===== src/rtl/alu4.sv =====
`default_nettype none
// +----------------------------------------------------------------------------+
// | Module      : alu4                                                         |
// | Description : 4-bit registered add/subtract ALU with zero, carry/borrow,   |
// |               sign and (optionally) signed-overflow flags. Each valid     |
// |               operation completes on the rising edge that samples it.     |
// | Revision    : 1.0  initial release                                        |
// +----------------------------------------------------------------------------+
// | Ports                                                                      |
// |   clk        in   1  clock, all state updates on the rising edge            |
// |   rst_n      in   1  asynchronous active-low reset (release assumed sync)   |
// |   ctl        in   2  0 uadd, 1 usub, 2 sadd, 3 ssub                         |
// |   in1        in   4  operand A                                              |
// |   in2        in   4  operand B                                              |
// |   in_valid   in   1  operands / opcode valid this cycle                     |
// |   out        out  4  registered result                                      |
// |   ZF         out  1  registered zero flag                                   |
// |   CF         out  1  registered carry / borrow / overflow flag              |
// |   SF         out  1  registered sign flag (raw result MSB)                  |
// |   VF         out  1  registered signed overflow (only with ALU4_VF_EN)      |
// |   out_valid  out  1  result and flags valid                                 |
// +----------------------------------------------------------------------------+
// | Configuration                                                              |
// |   ALU4_VF_EN defined   : VF port present, CF is always carry/borrow.        |
// |   ALU4_VF_EN undefined : no VF port, CF carries overflow for ctl=2/3.       |
// +----------------------------------------------------------------------------+
module alu4 (
   input  logic       clk,
   input  logic       rst_n,
   input  logic [1:0] ctl,
   input  logic [3:0] in1,
   input  logic [3:0] in2,
   input  logic       in_valid,
   output logic [3:0] out,
   output logic       ZF,
   output logic       CF,
   output logic       SF,
`ifdef ALU4_VF_EN
   output logic       VF,
`endif
   output logic       out_valid
);

   // ------------------------------------------------------------------------
   // Datapath: a single 5-bit adder serves all four opcodes. Subtraction is
   // formed as in1 + ~in2 + 1, so ctl=1 and ctl=3 produce the same pattern.
   // ------------------------------------------------------------------------
   logic       is_sub;
   logic [3:0] b_op;
   logic [4:0] sum5;
   logic [3:0] res;
   logic       carry;
   logic       borrow;
   logic       ovf;
   logic       unsigned_c;
   logic       flag_c;
   logic       flag_v;

   always_comb begin
      is_sub     = ctl[0];
      b_op       = is_sub ? ~in2 : in2;
      sum5       = {1'b0, in1} + {1'b0, b_op} + {4'b0000, is_sub};
      res        = sum5[3:0];
      carry      = sum5[4];
      // With the inverted-operand form, a carry out means in1 >= in2, so the
      // borrow is its complement.
      borrow     = ~sum5[4];
      // Two's-complement overflow: both adder inputs share a sign and the
      // result sign differs. Using b_op covers subtraction as well.
      ovf        = (in1[3] == b_op[3]) && (res[3] != in1[3]);
      unsigned_c = is_sub ? borrow : carry;
`ifdef ALU4_VF_EN
      flag_c     = unsigned_c;
      flag_v     = ctl[1] & ovf;
`else
      // Without a dedicated VF output the signed opcodes report overflow on CF.
      flag_c     = ctl[1] ? ovf : unsigned_c;
      flag_v     = 1'b0;
`endif
   end

   // ------------------------------------------------------------------------
   // Output register next-state: load on a valid op, otherwise hold.
   // out_valid simply tracks in_valid one cycle later.
   // ------------------------------------------------------------------------
   logic [3:0] out_d,       out_q;
   logic       zf_d,        zf_q;
   logic       cf_d,        cf_q;
   logic       sf_d,        sf_q;
   logic       out_valid_d, out_valid_q;
`ifdef ALU4_VF_EN
   logic       vf_d,        vf_q;
`endif

   always_comb begin
      out_d       = out_q;
      zf_d        = zf_q;
      cf_d        = cf_q;
      sf_d        = sf_q;
`ifdef ALU4_VF_EN
      vf_d        = vf_q;
`endif
      out_valid_d = in_valid;
      if (in_valid) begin
         out_d = res;
         zf_d  = (res == 4'd0);
         cf_d  = flag_c;
         sf_d  = res[3];
`ifdef ALU4_VF_EN
         vf_d  = flag_v;
`endif
      end
   end

`ifndef ALU4_VF_EN
   // flag_v has no consumer in this build; fold it into a dead AND so the
   // signal stays defined in both configurations without a dangling wire.
   logic unused_flag_v;
   assign unused_flag_v = flag_v & 1'b0;
`endif

   always_ff @(posedge clk or negedge rst_n) begin
      if (!rst_n) begin
         out_q       <= 4'd0;
         zf_q        <= 1'b0;
         cf_q        <= 1'b0;
         sf_q        <= 1'b0;
         out_valid_q <= 1'b0;
`ifdef ALU4_VF_EN
         vf_q        <= 1'b0;
`endif
      end else begin
         out_q       <= out_d;
         zf_q        <= zf_d;
         cf_q        <= cf_d;
         sf_q        <= sf_d;
         out_valid_q <= out_valid_d;
`ifdef ALU4_VF_EN
         vf_q        <= vf_d;
`endif
      end
   end

   assign out       = out_q;
   assign ZF        = zf_q;
   assign CF        = cf_q;
   assign SF        = sf_q;
   assign out_valid = out_valid_q;
`ifdef ALU4_VF_EN
   assign VF        = vf_q;
`endif

endmodule
`default_nettype wire


===== config.mk =====
export PLATFORM = sky130hd
export DESIGN_NAME = alu4
export DESIGN_NICKNAME = d
export VERILOG_FILES = /design/src/rtl/alu4.sv
export SDC_FILE = /design/constraint.sdc
export NUM_CORES = 1
export LEC_CHECK = 0
export ABC_AREA = 1
export BUFFER_PORTS_ARGS = -buffer_cell sky130_fd_sc_hd__clkbuf_2
export CORE_AREA = 2 2 39 41
export DETAILED_ROUTE_END_ITERATION = 6
export DIE_AREA = 0 0 41 43
export PLACE_DENSITY = 0.74
export SYNTH_ARGS = -nofsm -noshare
export SYNTH_HDL_FRONTEND = slang
export SYNTH_SLANG_ARGS = --single-unit

===== constraint.sdc =====
create_clock -name clk -period 0.8 [get_ports clk]
set_input_delay 0.16 -clock clk [delete_from_list [all_inputs] [get_ports clk]]
set_output_delay 0.16 -clock clk [all_outputs]
set_load 0.01 [all_outputs]

==> results of run 1 <==
-- where the power goes --
part	internal [uW]	switching, uW
clock network	190	122
registers	412	31.9
logic	365	289
total	968	443
-- synthesized netlist by cell type, drive strengths merged --
cell / count / area [um^2]
o21ai: 1 / 5.00
inv: 11 / 43.8
o21a: 1 / 7.51
nand3: 5 / 30.0
a31oi: 1 / 6.26
xor2: 2 / 17.5
dfrtp: 7 / 175
a21oi: 3 / 18.8
nor2: 3 / 11.3
ha: 3 / 37.5
fa: 1 / 20.0
nand2: 21 / 88.8
buf: 3 / 23.8
nor3: 1 / 5.00
xnor2: 3 / 26.3
-- critical path, cell delays in order --
cell and delay, ns:
clkbuf_16 0.14, xor2_1 0.14, ha_1 0.34, a21oi_2 0.20
nand2_2 0.10, xnor2_2 0.14, nand2_1 0.06, nand2_1 0.04
-- flip-flops by register name, indices dropped and copies added (netlist names) --
name / count
out: 4
CF: 1
ZF: 1
out_valid: 1
-- cell families (layout without fill, tap and decap cells) --
logic type | count (synthesis) | in the layout | share of synthesized area [%]
fa+ha+maj | 4 | 4 | 11.1
xor+xnor | 5 | 5 | 8.48
flops | 7 | 7 | 33.9
buf+inv | 14 | 51 | 13.1
simple gates | 30 | 30 | 26.2
compound gates | 6 | 6 | 7.26
-- per-stage QoR --
step | power (uW) | util, % | instances
floorplan | 789 | - | 66
global placement | 940 | 51.0 | 107
detailed placement | 954 | 51.0 | 107
CTS | 1370 | 60.1 | 117
global route | 1520 | 62.8 | 119
finish | 1410 | 62.8 | 119
-- path summary, 6_finish.rpt --
check	endpoint	slack (ns)	cells after the start	startpoint
max	ZF	-0.38	8	ctl[0]
min	out[1]	0.23	2	in_valid
max reg2reg	ZF	-0.02	4	ZF
min reg2reg	out[3]	0.53	2	out[3]
max in group asynchronous	out[1]	0.36	2	rst_n
min in group asynchronous	ZF	0.27	2	rst_n
-- what timing repair did --
| action | CTS | global route |
|---|---|---|
| pin swaps | 9 | 5 |
| hold endpoints to repair | 7 | 0 |
| setup buffers | 5 | 2 |
| hold buffers | 1 | 0 |
| endpoints found under the setup margin | 13 | 13 |
| gates resized for setup | 10 | 5 |
-- layer usage --
layer	vias to the layer above	part of all wire (%)	wire, um	GRT usage [%]
li1	278	-	-	-
met1	229	38	423	13.8
met2	17	55	612	26.9
met3	0	6.4	71	1.57
met4	0	0	0	6.00
met5	-	0	0	0
-- final cells by class --
type / count / area share (%)
inverter: 11 / 5.04
tap: 16 / 2.30
clock buffer: 4 / 3.02
multi-input combinational: 45 / 38.4
timing repair buffer: 36 / 31.1
sequential: 7 / 20.1
==> flow_summary.json, run 1 <==
{
  "placed_area_um2": 706,
  "rsz0062_at_grt": "yes",
  "netlist_area_um2": 517,
  "start_kind": "input port",
  "ant_nets": 0,
  "diodes": 0,
  "hold_violations": 0,
  "die_w_um": 41,
  "wire_per_inst_um": 9.30,
  "grt_first_pass_wirelength_um": 1750,
  "grt_usage_pct": 14.2,
  "critPathKind": "in2reg",
  "syn_avg_cell_area_um2": 7.83,
  "finalCritPeriodShare_pct": 148,
  "routed-via-count": 524,
  "io_pins": 21,
  "violations": "negative setup slack",
  "overflow": 0,
  "crit_fanout": 5,
  "clock.fmax_mhz": 846,
  "min_path_type": "in2reg",
  "worst_slew_pin_slew_ns": 0.177,
  "cts_made_buffers": 3,
  "antenna_found_initial": 0,
  "area.sequential_um2": 175,
  "cts.sinks": 7,
  "cts_tree": "built",
  "max-cap-violations": 0,
  "fill_cells": 130,
  "endpoint_kind": "flip-flop",
  "setup_ws_ns": -0.381,
  "drc": 0,
  "area_delta_synth_final_pct": 68.3,
  "rows": 14,
  "gp_congestion": 0.648,
  "drive_above_1_share_pct": 52.4,
  "min_period_ns": 1.18,
  "synth_nets": 83,
  "finalInstanceArea_um2": 870,
  "drt-vias-per-instance": 4.40,
  "die_height_um": 43,
  "synth-seq-cells": 7,
  "power.leakage_uw": 0.000490,
  "status": "finished with violations",
  "worstPathRequired_ns": 0.94,
  "drt_wl_total_um": 1110,
  "first_pass_iters": 1,
  "place_ws_ns": -0.763,
  "final_nets": 121,
  "tns_ns": -2.50,
  "finalMaxSlewViolations": 0,
  "core-area_um2": 1380,
  "synth_warnings": 0,
  "drt_iter0_markers": 0,
  "finClkSkew_ns": 0,
  "slew_headroom_pct": 88.2,
  "grt_pass1_vias": 475,
  "port-buffer-count": 20,
  "grt_max_degree": 8,
  "start_util_pct": 37.3,
  "syn_inst": 66,
  "multi_input_comb_area_um2": 334,
  "clock_latency_ns": 0.24,
  "root_buffer": "clkbuf_4",
  "yosysSeqAreaShare_pct": 33.9,
  "p_per_area_nw_per_um2": 1620,
  "fin_hold_ws_ns": 0.231,
  "hpwl_um": 882,
  "synthDistinctLibCells": 22,
  "mostFrequentLayoutCells": "16 x nand2_1, 16 x clkbuf_2, 14 x buf_4",
  "ir_worst_vdd_uv": 579,
  "worst_ep_arrival_time_ns": 1.32,
  "cts.htree.levels": 1,
  "setup_viol": 13,
  "fp.dieArea_um2": 1760,
  "clkTransAtPathRegs_ns": 0.05,
  "clockBufferDepth": 2
}
(Power assumes the default switching activity.)
==> run 2, diff against run 1 <==
--- a/config.mk
+++ b/config.mk
@@ -5,12 +5,13 @@
 export SDC_FILE = /design/constraint.sdc
 export NUM_CORES = 1
 export LEC_CHECK = 0
-export ABC_AREA = 1
 export BUFFER_PORTS_ARGS = -buffer_cell sky130_fd_sc_hd__clkbuf_2
 export CORE_AREA = 2 2 39 41
+export CTS_CLUSTER_SIZE = 8
 export DETAILED_ROUTE_END_ITERATION = 6
 export DIE_AREA = 0 0 41 43
-export PLACE_DENSITY = 0.74
+export PLACE_DENSITY = 0.69
+export SKIP_CTS_REPAIR_TIMING = 1
 export SYNTH_ARGS = -nofsm -noshare
 export SYNTH_HDL_FRONTEND = slang
 export SYNTH_SLANG_ARGS = --single-unit
==> run 2 against run 1 <==
Compared with the run above: the run still ends with negative setup slack left; critical path depth grew 1; fmax shrank 18%; global-route usage shrank 2.1 points; hold slack lost 0.026 ns; non-clock buffer count grew 1; utilization shrank 4.3 points; clock skew is the same; critical path type unchanged; largest cell class unchanged; largest power group unchanged.
==> flow_summary.json, run 2 <==
{
  "status": "finished with violations",
  "violations": "negative setup slack",
  "crit_fanout": 4,
  "synthTopCellsByCount": "7 x dfrtp_1, 4 x inv_1, 4 x xnor2_1, 4 x xor2_1",
  "p_per_area_nw_per_um2": 1850,
  "grt_usage_pct": 12.1,
  "root_buffer": "clkbuf_4",
  "hold_violations": 0,
  "routed-via-count": 437,
  "grt_first_pass_wirelength_um": 1480,
  "min_path_type": "in2reg",
  "mostFrequentLayoutCells": "16 x clkbuf_2, 16 x buf_4, 7 x dfrtp_1",
  "port-buffer-count": 20,
  "placedCellCount": 90,
  "routed.top_layer": "met3",
  "max-cap-violations": 0,
  "die_w_um": 41,
  "synth_nets": 61,
  "first_pass_iters": 2,
  "synthMuxAreaShare_pct": 9.21,
  "clkTransAtPathRegs_ns": 0.05,
  "power.leakage_uw": 0.000400,
  "die_height_um": 43,
  "clock.fmax_mhz": 691,
  "synth_flop_cell": "dfrtp_1",
  "start_util_pct": 33.4,
  "cts_tree": "built",
  "grt_pass1_vias": 393,
  "drt_iter0_markers": 3,
  "grt_max_degree": 8,
  "synthSimpleGateAreaFrac_pct": 8.13,
  "worst_path_max_delay_cell": "fa_2",
  "final-instance-count-excl-fill": 98,
  "finalCritPeriodShare_pct": 181,
  "drc": 0,
  "synth_xor_area_share_pct": 15.2,
  "finalMaxSlewViolations": 0,
  "drt-vias-per-instance": 4.46,
  "core-area_um2": 1380,
  "finClkSkew_ns": 0,
  "synthDistinctLibCells": 20,
  "drt_wl_total_um": 1020,
  "cts_made_buffers": 3,
  "cts.htree.levels": 1,
  "syn_inst": 44,
  "slew_headroom_pct": 87.6,
  "antenna_found_initial": 0,
  "setup_viol": 13,
  "placed_area_um2": 682,
  "ir_worst_vdd_uv": 544,
  "synth-edff-count": 0,
  "path_cells": "buf_8, xor2_2, inv_2, fa_2, nand2b_4, a21oi_2, xnor2_1, o21ai_1, o22a_2",
  "p_total_uw": 1500,
  "area_delta_synth_final_pct": 75.3,
  "synth-async-reset-ratio_pct": 100,
  "worst_ep_arrival_time_ns": 1.59,
  "met1Wirelength_um": 371,
  "hpwl_um": 815,
  "io_pins": 21,
  "overflow": 0,
  "min_period_ns": 1.45,
  "worst_slew_pin_slew_ns": 0.185,
  "clockBufferDepth": 2,
  "setup_ws_ns": -0.646,
  "clock_latency_ns": 0.25,
  "synth_fa_ha_area_share_pct": 12.5,
  "syn_avg_cell_area_um2": 10.5,
  "rsz0062_at_grt": "yes",
  "synth_top_cell_by_area": "dfrtp_1",
  "wl_met3_um": 67,
  "fp.dieArea_um2": 1760,
  "ant_nets": 0,
  "endpoint_kind": "flip-flop",
  "drive_above_1_share_pct": 64.6,
  "gp_congestion": 0.659,
  "wire_per_inst_um": 10.4,
  "start_kind": "input port",
  "synth_compound_area_share_pct": 9.76,
  "tns_ns": -3.44,
  "synth_top_family_by_area": "XOR/XNOR gates",
  "synth_top_area_share_pct": 37.9,
  "place_ws_ns": -0.925,
  "worstPathRequired_ns": 0.94,
  "synth_warnings": 0,
  "final_nets": 100,
  "critPathKind": "in2reg",
  "largest_register_ffs": 4,
  "diodes": 0,
  "cts.sinks": 7,
  "rows": 14,
  "netlist_area_um2": 462,
  "cp_slowest_stage_delay_ns": 0.39,
  "yosysSeqAreaShare_pct": 37.9,
  "synth-seq-cells": 7,
  "finalInstanceArea_um2": 810,
  "synthMostInstantiatedCell": "dfrtp_1",
  "met2WireLength_um": 576,
  "synth.area.top_cells": "dfrtp_1 38%, ha_1 8.1%, xnor2_1 7.6%"
}
[run 2: worst max-delay path, delay by kind of cell]
kind | cells | cell delay, ns
adder cells (fa/ha/maj) | 1 | 0.39
XOR/XNOR | 2 | 0.30
buffers and inverters | 2 | 0.17
AND/OR/NAND/NOR | 1 | 0.15
AO/OA/AOI/OAI | 3 | 0.42
[run 2: kinds of logic after synthesis]
kind of cell    after synthesis
xor+xnor                      8
mux                           4
compound gates                7
fa+ha+maj                     4
buf+inv                       7
flops                         7
simple gates                  7
[run 2: metal layers]
metal / vias to the layer above / track usage (%)
met5: - / 0
li1: 220 / -
met4: 0 / 8.00
met1: 202 / 14.6
met2: 15 / 18.8
met3: 0 / 1.57
[run 2: worst paths after layout]
check                      startpoint      to  slack (ns)  depth (start not counted)
min in group asynchronous       rst_n      ZF        0.28                          2
hold reg to reg                out[1]  out[1]        0.53                          2
setup / recovery               ctl[0]      CF       -0.65                          9
setup reg to reg               out[3]  out[3]       -0.11                          2
hold / removal               in_valid      ZF        0.21                          2
max in group asynchronous       rst_n  out[0]        0.36                          2
[run 2: where the power goes]
group | total, uW | switching, uW | internal (uW)
Clock | 317 | 126 | 190
Sequential | 476 | 48.7 | 428
Combinational | 707 | 289 | 418
Total | 1500 | 464 | 1040
[run 2: stage by stage]
step / hold WS, ns / util, %
after floorplan: -0.136 / -
after global placement: 0.000168 / 49.3
after detailed placement: 0.00374 / 49.3
after CTS: -0.267 / 51.2
after global routing: 0.201 / 58.5
final: 0.205 / 58.5
[run 2: cell type report]
type | count | area (um^2)
Tap cell | 16 | 20.0
Fill cell | 129 | 574
Timing Repair Buffer | 37 | 259
Inverter | 4 | 15.0
Clock buffer | 4 | 26.3
Multi-Input combinational cell | 30 | 314
Sequential cell | 7 | 175
==> run 3, diff against run 2 <==
--- a/config.mk
+++ b/config.mk
@@ -10,7 +10,7 @@
 export CTS_CLUSTER_SIZE = 8
 export DETAILED_ROUTE_END_ITERATION = 6
 export DIE_AREA = 0 0 41 43
-export PLACE_DENSITY = 0.69
+export PLACE_DENSITY = 0.71
 export SKIP_CTS_REPAIR_TIMING = 1
 export SYNTH_ARGS = -nofsm -noshare
 export SYNTH_HDL_FRONTEND = slang
==> constraint.sdc (replaced) <==
create_clock -name clk -period 1.27 [get_ports clk]
set_input_delay 0.254 -clock clk [delete_from_list [all_inputs] [get_ports clk]]
set_output_delay 0.254 -clock clk [all_outputs]
set_load 0.01 [all_outputs]
==> run 3 against run 2 <==
Compared with the run above: the run still ends with negative setup slack left; final cell count is 4.1% lower; setup slack better by 0.43 ns; via count is 1.8% lower; clock skew stayed put; critical endpoint unchanged; die area stayed put; total power is 38% lower; critical path type unchanged; flip-flop and latch count stayed put; clock power is 35% lower; sequential power is 38% lower; sequential share of layout area is 0.13 points lower.
==> flow_summary.json, run 3 (same netlist as run 2, synthesis figures left out) <==
{
  "intPower_uw": 625,
  "grt_pass1_vias": 406,
  "p_clk_share_pct": 22.1,
  "hpwl_um": 718,
  "area_delta_synth_final_pct": 76.4,
  "clkTransAtPathRegs_ns": 0.05,
  "first_pass_iters": 1,
  "cp_slowest_stage_delay_ns": 0.37,
  "io_pins": 21,
  "critPathKind": "in2reg",
  "cts.htree.levels": 1,
  "clockBufferDepth": 2,
  "hold_violations": 0,
  "p_seq_share_pct": 31.7,
  "path_cells": "buf_12, xor2_4, inv_2, fa_2, nand2b_4, a21oi_4, xnor2_2, o21ai_1, o22a_2",
  "fin_hold_ws_ns": 0.251,
  "slew_headroom_pct": 82.9,
  "port-buffer-count": 20,
  "cp_top_family": "compound AO/OA/AOI/OAI gates",
  "crit_fanout": 4,
  "drt-vias-per-instance": 4.56,
  "p_sw_uw": 300,
  "violations": "negative setup slack",
  "grt_first_pass_wirelength_um": 1440,
  "placed_area_um2": 667,
  "ant_nets": 0,
  "cp.buffers_inverters": 2,
  "largest_register_ffs": 4,
  "drt_wl_total_um": 959,
  "rows": 14,
  "worstPathRequired_ns": 1.41,
  "rsz0062_at_grt": "yes",
  "antenna_found_initial": 0,
  "clock.fmax_mhz": 671,
  "start_util_pct": 33.4,
  "mostFrequentLayoutCells": "18 x clkbuf_2, 11 x buf_4, 7 x dfrtp_1",
  "grt_max_degree": 11,
  "fill_cells": 129,
  "endpoint_kind": "flip-flop",
  "cts_made_buffers": 3,
  "root_buffer": "clkbuf_4",
  "setup_ws_ns": -0.219,
  "swShare_pct": 32.4,
  "cts_tree": "built",
  "gp_congestion": 0.733,
  "diodes": 0,
  "cts.sinks": 7,
  "finalInstanceArea_um2": 815,
  "start_kind": "input port",
  "worst_ep_arrival_time_ns": 1.63,
  "min_period_ns": 1.49,
  "clock_latency_ns": 0.25,
  "core-area_um2": 1380,
  "ir_worst_vdd_uv": 416,
  "min_path_type": "in2reg",
  "final_nets": 96,
  "finalMaxSlewViolations": 0,
  "routed-via-count": 429,
  "fp.dieArea_um2": 1760,
  "p_per_area_nw_per_um2": 1140,
  "overflow": 0,
  "finalCritPeriodShare_pct": 117,
  "worst_path_max_delay_cell": "fa_2",
  "die_height_um": 43,
  "final_common_cell": "clkbuf_2",
  "wire_per_inst_um": 10.2,
  "finClkSkew_ns": 0,
  "status": "finished with violations",
  "die_w_um": 41,
  "worst_slew_pin_slew_ns": 0.249,
  "power.leakage_uw": 0.000395,
  "drt_iter0_markers": 0,
  "grt_usage_pct": 11.8,
  "setup_viol": 4,
  "drc": 0,
  "max-cap-violations": 0,
  "combinationalPowerShare_pct": 46.2,
  "drive_above_1_share_pct": 66.7
}
[run 3: area by class of cell]
cell class | instances | area (um^2) | share of cell area [%]
timing repair buffer | 33 | 225 | 27.6
clock buffer | 4 | 26.3 | 3.23
sequential | 7 | 175 | 21.5
multi-input combinational | 30 | 353 | 43.3
tap | 16 | 20.0 | 2.46
inverter | 4 | 15.0 | 1.84
[run 3: path summary, 6_finish.rpt]
path | startpoint | endpoint | slack, ns | depth (start not counted)
setup / recovery | ctl[0] | CF | -0.22 | 9
setup reg to reg | out[3] | out[3] | 0.50 | 1
hold / removal | in_valid | out_valid | 0.25 | 1
max in group asynchronous | rst_n | ZF | 0.74 | 2
min in group asynchronous | rst_n | out_valid | 0.37 | 2
hold reg to reg | CF | CF | 0.51 | 1
[run 3: power groups by stage]
| stage | Clock, uW | Combinational, uW | Sequential [uW] |
|---|---|---|---|
| floorplan | 0 | 201 | 320 |
| global placement | 0 | 342 | 297 |
| detailed placement | 0 | 349 | 299 |
| CTS | 214 | 350 | 295 |
| global route | 219 | 474 | 304 |
| finish | 205 | 427 | 294 |
[run 3: routing by layer]
metal	track usage, %	vias to the layer above	routed length, um
met4	8.00	0	25
met5	0	-	0
li1	-	212	-
met2	19.4	20	526
met1	12.7	194	324
met3	2.09	3	82
[run 3: per-stage QoR]
step                      total power (uW)  utilization, %  TNS [ns]  cells  setup slack, ns
after floorplan                        520               -     -1.31     44           -0.442
after global placement                 639            48.2     -1.93     88           -0.536
after detailed placement               648            48.2     -2.03     88           -0.570
after CTS                              859            50.1    -0.748     92           -0.301
after global routing                   997            58.9    -0.934     94           -0.313
final                                  925            58.9    -0.671     94           -0.219
